--- config.mk ---
export PLATFORM = sky130hd
export DESIGN_NAME = fptoint
export DESIGN_NICKNAME = d
export VERILOG_FILES = /design/src/rtl/fptoint.sv
export SDC_FILE = /design/constraint.sdc
export NUM_CORES = 1
export LEC_CHECK = 0
export BUFFER_PORTS_ARGS = -buffer_cell sky130_fd_sc_hd__buf_2
export CAP_MARGIN = 20
export CORE_ASPECT_RATIO = 1.5
export CORE_MARGIN = 2
export CORE_UTILIZATION = 59
export CTS_CLUSTER_SIZE = 14
export DETAILED_ROUTE_END_ITERATION = 8
export PLACE_DENSITY = 0.8
export SLEW_MARGIN = 20
export SYNTH_ARGS = -nofsm -noshare
export SYNTH_HDL_FRONTEND = slang
export SYNTH_SLANG_ARGS = --single-unit
--- constraint.sdc ---
create_clock -name clk -period 6.92 [get_ports clk]
set_input_delay 1.384 -clock clk [delete_from_list [all_inputs] [get_ports clk]]
set_output_delay 1.384 -clock clk [all_outputs]
set_load 0.01 [all_outputs]
--- src/rtl/fptoint.sv ---
// Multi-cycle IEEE-754 single to signed fixed-point converter.
// Alignment is a one-bit-per-cycle right shift; output is rounded half away from zero and saturated.
module fptoint #(
  parameter int unsigned OUT_WIDTH = 16,
  parameter int unsigned FRAC_BITS = 15
) (
  input  logic                 clk,
  input  logic                 reset,
  input  logic                 start,
  input  logic [31:0]          dataa,
  output logic [OUT_WIDTH-1:0] result,
  output logic                 done,
  output logic                 busy
);

  typedef enum logic [2:0] {StIdle, StUnpack, StShift, StRound, StDone} state_t;

  localparam logic [24:0] PosLim = 25'((64'd1 << (OUT_WIDTH - 1)) - 64'd1);
  localparam logic [24:0] NegLim = 25'(64'd1 << (OUT_WIDTH - 1));

  state_t      state;
  logic [31:0] op;
  logic [24:0] mag;
  logic [4:0]  cnt;
  logic        sat;

  logic        s;
  logic [7:0]  e;
  logic [22:0] frac;
  logic signed [9:0] sh;
  logic        force_zero;
  logic        force_sat;

  logic [24:0]          m_raw;
  logic [24:0]          lim;
  logic [24:0]          m_fin;
  logic [OUT_WIDTH-1:0] res_val;

  assign s    = op[31];
  assign e    = op[30:23];
  assign frac = op[22:0];
  assign sh   = 10'sd150 - $signed(10'(FRAC_BITS)) - $signed({2'b00, e});

  assign force_zero = ((e == 8'hff) && (frac != 23'd0)) || (e == 8'd0) || (sh > 10'sd25);
  assign force_sat  = (e == 8'hff) || (sh <= 10'sd0);

  always_comb begin
    m_raw   = {1'b0, mag[24:1]} + {24'd0, mag[0]};
    lim     = s ? NegLim : PosLim;
    m_fin   = (sat || (m_raw > lim)) ? lim : m_raw;
    res_val = s ? OUT_WIDTH'(-m_fin) : OUT_WIDTH'(m_fin);
  end

  always_ff @(posedge clk) begin
    if (reset) begin
      state  <= StIdle;
      result <= '0;
      done   <= 1'b0;
      busy   <= 1'b0;
      op     <= '0;
      mag    <= '0;
      cnt    <= '0;
      sat    <= 1'b0;
    end else begin
      unique case (state)
        StIdle: begin
          if (start) begin
            op    <= dataa;
            busy  <= 1'b1;
            state <= StUnpack;
          end
        end
        StUnpack: begin
          sat <= 1'b0;
          mag <= '0;
          cnt <= sh[4:0];
          if (force_zero) begin
            state <= StRound;
          end else if (force_sat) begin
            sat   <= 1'b1;
            state <= StRound;
          end else begin
            mag   <= {1'b1, frac, 1'b0};
            state <= StShift;
          end
        end
        StShift: begin
          // sh >= 1 here; the last shift moves straight on to rounding
          mag <= mag >> 1;
          cnt <= cnt - 5'd1;
          if (cnt == 5'd1) state <= StRound;
        end
        StRound: begin
          result <= res_val;
          done   <= 1'b1;
          busy   <= 1'b0;
          state  <= StDone;
        end
        StDone: begin
          if (start) begin
            op    <= dataa;
            done  <= 1'b0;
            busy  <= 1'b1;
            state <= StUnpack;
          end
        end
        default: state <= StIdle;
      endcase
    end
  end

endmodule

# After elaboration in Yosys (flattened, before gate mapping)
# Index checks and enable logic that the tools add are counted.
dict set report op_classes {
  bitwise 0
  multipliers 0
  magnitude_cmp 3
  muxes 18
  shift 0
  div_mod_pow 0
  addsub 4
  reduce_logical 16
  n_eq_ne 9
}
# operator n
set ops {}
lappend ops {{25-bit two-way mux} 2}
lappend ops {{25-bit case mux with 2 select lines} 1}
lappend ops {{16-bit two-way mux} 3}
lappend ops {{24-bit by 1-bit adder with 25-bit output} 1}
lappend ops {{25-bit by 16-bit > comparator with 1-bit output} 1}
lappend ops {{23-bit nonzero test} 1}
lappend ops {{16-bit negation} 1}
lappend ops {{3-bit case mux with 4 select lines} 1}
lappend ops {{5-bit case mux with 2 select lines} 1}
lappend ops {{9-bit by 6-bit > comparator with 1-bit output, second input constant} 1}
lappend ops {{9-bit by 1-bit <= comparator with 1-bit output, second input constant} 1}
lappend ops {{8-bit by 8-bit subtractor with 9-bit output, first input constant} 1}
lappend ops {{8-bit equality test, second input constant} 1}
lappend ops {{8-bit zero test} 1}
lappend ops {{2-bit AND reduction} 4}
lappend ops {{3-bit by 2-bit equality test with 1-bit output, second input constant} 2}
lappend ops {{1-bit two-way mux} 6}
lappend ops {{3-bit two-way mux} 2}
lappend ops {{2-bit nonzero test} 3}
lappend ops {{5-bit by 1-bit equality test with 1-bit output, second input constant} 1}
lappend ops {{5-bit by 1-bit subtractor with 5-bit output, second input constant} 1}
lappend ops {{1-bit logical OR} 4}
lappend ops {{2-bit inequality test, second input constant} 2}
lappend ops {{1-bit case mux with 2 select lines} 2}
lappend ops {{other kinds (6)} 6}
dict set report word_totals {
  mem_bits_ro 0
  inputBits 35
  n_memories 0
  latch_bits 0
  regBits 84
  elab_cells 58
  ramBits 0
}

# Depth between registers and ports, before layout
dict set report logic_depth {
  ltp_word 6
  mapped_depth 24
  ltp_nobuf 23
}

# Least setup slack after synthesis
# No wires, ideal clock.
dict set report synth_path {
  path_kind {register to register}
  from {register mag[1]}
  to {register result[14]}
  path_stages_with_launch 24
  t_required_ns 6.803
  arrival_ns 5.423
  setup_slack_ns 1.379
  n_path_buf 1
  setup_ns 0.117
  cell_sequence {dfxtp_1 > ha_1 > ha_1 > and3_1 > buf_2 > nand4_1 > nor2_1 > xor2_1 > ha_1 > nand3_1 > or3_1 > a311o_1 > a211oi_1 > or4_1 > o21ai_0 > o21ai_1 > ha_1 > or4b_2 > o31ai_1 > o311ai_0 > nor2_1 > nand2_1 > o41a_1 > a32o_1}
}
dict set report synth_between {
  elab_chain_cells 6
}
# element line_no
set synth_rtl {}
lappend synth_rtl {{from (decl)} 23} ;# logic [24:0] mag;
lappend synth_rtl {{from (signal assigned)} 83} ;# mag <= {1'b1, frac, 1'b0};
lappend synth_rtl {{from (signal assigned)} 89} ;# mag <= mag >> 1;
lappend synth_rtl {{24-bit by 1-bit adder with 25-bit output *} 48} ;# m_raw = {1'b0, mag[24:1]} + {24'd0, mag[0]};
lappend synth_rtl {{25-bit by 16-bit > comparator with 1-bit output} 50} ;# m_fin = (sat || (m_raw > lim)) ? lim : m_raw;
lappend synth_rtl {{1-bit logical OR} 50}
lappend synth_rtl {{16-bit two-way mux *} 50}
lappend synth_rtl {{16-bit negation} 51} ;# res_val = s ? OUT_WIDTH'(-m_fin) : OUT_WIDTH'(m_fin);
lappend synth_rtl {{16-bit two-way mux *} 51}
lappend synth_rtl {{to (signal assigned)} 94} ;# result <= res_val;
lappend synth_rtl {{to (decl)} 11} ;# output logic [OUT_WIDTH-1:0] result,
# Every way passes the cells marked *; elsewhere a longest branch is shown, timed or not.
# A chain may end at the register's enable or synchronous reset.

# Worst setup path after layout
# Same ends and word-level chain as after synthesis.

==> reports/summary.log <==
[power] share of total power consumed by net switching 0.382
[clock_network] H-tree depth 3
[timing] unrepaired setup endpoints after global routing no
[logic_synthesis] synthesized area per cell 7.89 sq um
[floorplan] Placeable Area 8060 sq um
[worst_hold_path] min-delay src result[6]$_SDFFE_PP0P_
[place] placed standard-cell area 5120 sq um
[clock_network] CTS Buf Count 9
[power] Power Internal 0.967 mW
[place] Final HPWL DP 9.49 mm
[grt] number of antenna violations at the first check in global routing 0
[clock_network] post-CTS setup buffer count 0
[grt] number of global-route vias before repair 4438
[route] Detailed Routing Iterations Pass 1 9
[power] total power of the final layout 1.56 mW
[route] Detail Route Antenna Nets 0
[logic_synthesis] largest area contributor in the netlist sky130_fd_sc_hd__dfxtp_1
[floorplan] Die Y-Extent 116 microns
[route] WL/cell 17.3 microns
[logic_synthesis] synthesis warning total 0
[clock_network] hold-fix buffers at CTS 0
[cells_and_area] Design Area, Final 5380 sq um
[cells_and_area] diodes inserted 0
[grt] residual overflow from global routing 0
[timing] pin slew with the least headroom to its limit 0.978 ns
[worst_hold_path] class of the worst hold path register to register
[logic_synthesis] top-area cell type share of the netlist area 0.343
[timing] final number of max-transition violations 0
[place] final weighted congestion in routability-driven placement 1.02
[worst_setup_path] crit path DAT 6.52 ns
[logic_synthesis] number of storage elements in the synthesis netlist 84
[clock_network] post-cts sizing count 0
[route] number of vias per cell 6.32
[cells_and_area] Sequential Area 1680 sq um
[floorplan] effective utilization at floorplan 0.608
[power] fraction of power consumed by combinational cells 0.328
[clock_network] TritonCTS clock tree done
[clock_network] worst-skew pair later-pin latency 0.34 ns
[power] P per Cell Area 291 nW/um^2
[power] part of the power in registers 0.398
[worst_setup_path] start point of the critical path mag[1]$_SDFFE_PP0P_
[logic_synthesis] distinct cell type count after synthesis 65
[worst_setup_path] sort of element at the start of the critical path register
[clock_network] clk root buf sky130_fd_sc_hd__clkbuf_16
[timing] final setup TNS 0 ns
[timing] Highest Clock Rate 159 MHz
[grt] maximum number of pins on one net before global-route repair 81
[run_status] outcome complete, no violations
[timing] max_slew headroom 0.348
[logic_synthesis] flip-flop cell with the highest count after synthesis sky130_fd_sc_hd__dfxtp_1
[route] wirelength, routed 13.0 mm
[power] worst voltage drop across the vdd grid 0.000206 V
[place] number of input and output port buffers inserted 52
[logic_synthesis] count of mapped cells out of synthesis 621
[logic_synthesis] number of synthesized flops with an enable pin 0
[floorplan] die area 9060 sq um
[logic_synthesis] nets in the synthesized netlist 679
[power] Net Sw Power 0.597 mW
[worst_setup_path] category of the most critical setup path register to register
[cells_and_area] fraction of layout instances using a drive strength above 1 0.127
[clock_network] worst-case clock buffer depth 2
[cells_and_area] area of combinational cells with multiple inputs 2960 sq um
[grt] first-pass GRT wire length 21.1 mm
[route] starting DRC count in detailed routing 359
[cells_and_area] Fill cells 741
[power] standby leakage power 2.30 nW
[route] DRC errors left 0
[worst_setup_path] type of destination of the critical path register
[floorplan] Die Span X 78.4 microns
[floorplan] number of rows in the core area 40
[worst_setup_path] reg2reg start mag[1]$_SDFFE_PP0P_
[floorplan] number of top-level pins 53
[cells_and_area] Nets 699
[logic_synthesis] share of synthesized area occupied by flip-flops and latches 0.343
[worst_setup_path] Critical Path RT 7.15 ns
[grt] GRT Overall Usage 0.293
[cells_and_area] synthesis-to-finish area growth 9.94%
[logic_synthesis] synth top area cells sky130_fd_sc_hd__dfxtp_1, sky130_fd_sc_hd__nand2_1, sky130_fd_sc_hd__ha_1
[job] maxcap violations 0
[timing] minimum period implied by the final worst setup slack 6.29 ns
[power] clock network fraction of design power 0.274
[timing] Final Skew 0.00730 ns
[clock_network] CTS clk-pin slew, worst paths 0.06 ns
[timing] number of setup violations in the final report 0
[timing] Post-Route Hold Slack 0.449 ns
[timing] final period utilization 0.909
[timing] final hold violations 0
[logic_synthesis] synthesized area 4900 sq um
[worst_setup_path] worst-path maximum fanout 7
[route] total via count after detailed routing 4742
[clock_network] Num Clock Sinks 84
[logic_synthesis] share of synthesized registers carrying an async set or reset 0
[cells in the mapped netlist (7+ instances only)]
| master | count |
|---|---|
| sky130_fd_sc_hd__a21o_1 | 9 |
| sky130_fd_sc_hd__a21oi_1 | 50 |
| sky130_fd_sc_hd__a222oi_1 | 26 |
| sky130_fd_sc_hd__a31oi_1 | 7 |
| sky130_fd_sc_hd__and4_1 | 8 |
| sky130_fd_sc_hd__buf_2 | 10 |
| sky130_fd_sc_hd__clkbuf_1 | 33 |
| sky130_fd_sc_hd__dfxtp_1 | 84 |
| sky130_fd_sc_hd__ha_1 | 23 |
| sky130_fd_sc_hd__inv_1 | 19 |
| sky130_fd_sc_hd__nand2_1 | 93 |
| sky130_fd_sc_hd__nand3_1 | 20 |
| sky130_fd_sc_hd__nand4_1 | 12 |
| sky130_fd_sc_hd__nor2_1 | 70 |
| sky130_fd_sc_hd__nor3_1 | 19 |
| sky130_fd_sc_hd__nor4_1 | 8 |
| sky130_fd_sc_hd__o21ai_0 | 10 |
| sky130_fd_sc_hd__xnor2_1 | 7 |
| sky130_fd_sc_hd__xor2_1 | 14 |
[layer usage]
layer	share of wire	wire [microns]	vias to the layer above	global-route usage
met5	0	0	-	0
met4	0.059	768	0	0.187
met3	0.039	502	42	0.0428
met2	0.50	6530	161	0.514
met1	0.40	5190	2201	0.332
li1	-	-	2338	-
[area by class of cell]
class,count,share of cell area
Timing Repair Buffer,55,0.0525
Multi-Input combinational cell,472,0.549
Tap cell,105,0.0244
Clock buffer,10,0.0425
Clock inverter,5,0.00558
Sequential cell,84,0.312
Inverter,19,0.0132
[power by group through the flow]
stage | sequential (mW) | clock, mW | combinational [mW]
finish | 0.623 | 0.429 | 0.513
global route | 0.633 | 0.456 | 0.573
CTS | 0.621 | 0.436 | 0.506
detailed placement | 0.632 | 0 | 0.503
global placement | 0.628 | 0 | 0.486
floorplan | 0.612 | 0 | 0.393
[registers in the layout (all words and copies together), names as in the netlist]
signal and count:
done 1, result 16, sat 1, state 3, mag 25, busy 1, op 32, cnt 5
[logic make-up (layout without fill, tap and decap cells)]
family | Yosys count | count (layout) | share of synthesized area
xor gates and xnor gates | 22 | 22 | 0.0409
AOI/OAI and AO/OA | 156 | 156 | 0.229
adders and majority gates | 23 | 23 | 0.0588
and+or+nand+nor | 268 | 268 | 0.269
buffers and inverters | 65 | 89 | 0.0534
DFF | 84 | 84 | 0.343
muxes | 3 | 3 | 0.00613
[worst paths after layout]
kind                                  end  slack [ns]  cells past startpoint
hold / removal     result[6]$_SDFFE_PP0P_        0.45                      2
setup reg to reg  result[14]$_SDFFE_PP0P_        0.63                     22
hold reg to reg    result[6]$_SDFFE_PP0P_        0.45                      2
setup / recovery  result[14]$_SDFFE_PP0P_        0.63                     22
[through the flow]
stage | worst slack, ns | util | instances
finish | 0.628 | 0.668 | 750
global route | 0.120 | 0.668 | 750
CTS | 0.551 | 0.668 | 750
detailed placement | 0.582 | 0.636 | 735
global placement | 0.786 | 0.636 | 735
floorplan | 1.38 | - | 621
[worst max-delay path: stages (launching register included)]
cell and delay, ns:
sky130_fd_sc_hd__dfxtp_1 0.35, sky130_fd_sc_hd__ha_1 0.27, sky130_fd_sc_hd__ha_1 0.27, sky130_fd_sc_hd__and3_1 0.31, sky130_fd_sc_hd__nand4_1 0.22, sky130_fd_sc_hd__nor2_1 0.20
sky130_fd_sc_hd__xor2_1 0.35, sky130_fd_sc_hd__ha_1 0.21, sky130_fd_sc_hd__nand3_1 0.09, sky130_fd_sc_hd__or3_1 0.41, sky130_fd_sc_hd__a311o_1 0.33, sky130_fd_sc_hd__a211oi_1 0.42
sky130_fd_sc_hd__or4_1 0.23, sky130_fd_sc_hd__o21ai_0 0.15, sky130_fd_sc_hd__o21ai_1 0.15, sky130_fd_sc_hd__ha_1 0.25, sky130_fd_sc_hd__or4b_2 0.59, sky130_fd_sc_hd__o31ai_1 0.16
sky130_fd_sc_hd__o311ai_1 0.29, sky130_fd_sc_hd__nor2_1 0.21, sky130_fd_sc_hd__nand2_1 0.12, sky130_fd_sc_hd__o41a_1 0.34, sky130_fd_sc_hd__a32o_1 0.25
[cell usage in the layout, fill, tap and decap left out, types with 3 or more instances in the layout]
cell type                    n
sky130_fd_sc_hd__a211oi_1    4
sky130_fd_sc_hd__a21o_1      9
sky130_fd_sc_hd__a21oi_1    50
sky130_fd_sc_hd__a221oi_1    4
sky130_fd_sc_hd__a222oi_1   26
sky130_fd_sc_hd__a311oi_1    5
sky130_fd_sc_hd__a31oi_1     7
sky130_fd_sc_hd__a32o_1      5
sky130_fd_sc_hd__and3_1      5
sky130_fd_sc_hd__and4_1      8
sky130_fd_sc_hd__buf_2      52
sky130_fd_sc_hd__buf_4       3
sky130_fd_sc_hd__clkbuf_16   9
sky130_fd_sc_hd__clkinv_2    3
sky130_fd_sc_hd__dfxtp_1    84
sky130_fd_sc_hd__ha_1       23
sky130_fd_sc_hd__inv_1      19
sky130_fd_sc_hd__mux2i_1     3
sky130_fd_sc_hd__nand2_1    92
sky130_fd_sc_hd__nand3_1    20
sky130_fd_sc_hd__nand3b_1    3
sky130_fd_sc_hd__nand4_1    12
sky130_fd_sc_hd__nor2_1     70
sky130_fd_sc_hd__nor3_1     19
sky130_fd_sc_hd__nor3b_1     4
sky130_fd_sc_hd__nor4_1      8
sky130_fd_sc_hd__o21a_1      3
sky130_fd_sc_hd__o21ai_0    10
sky130_fd_sc_hd__o21ai_1     4
sky130_fd_sc_hd__o31ai_1     4
sky130_fd_sc_hd__or3_1       5
sky130_fd_sc_hd__xnor2_1     7
sky130_fd_sc_hd__xor2_1     14
Note: power is estimated with default switching activity, not from simulation.
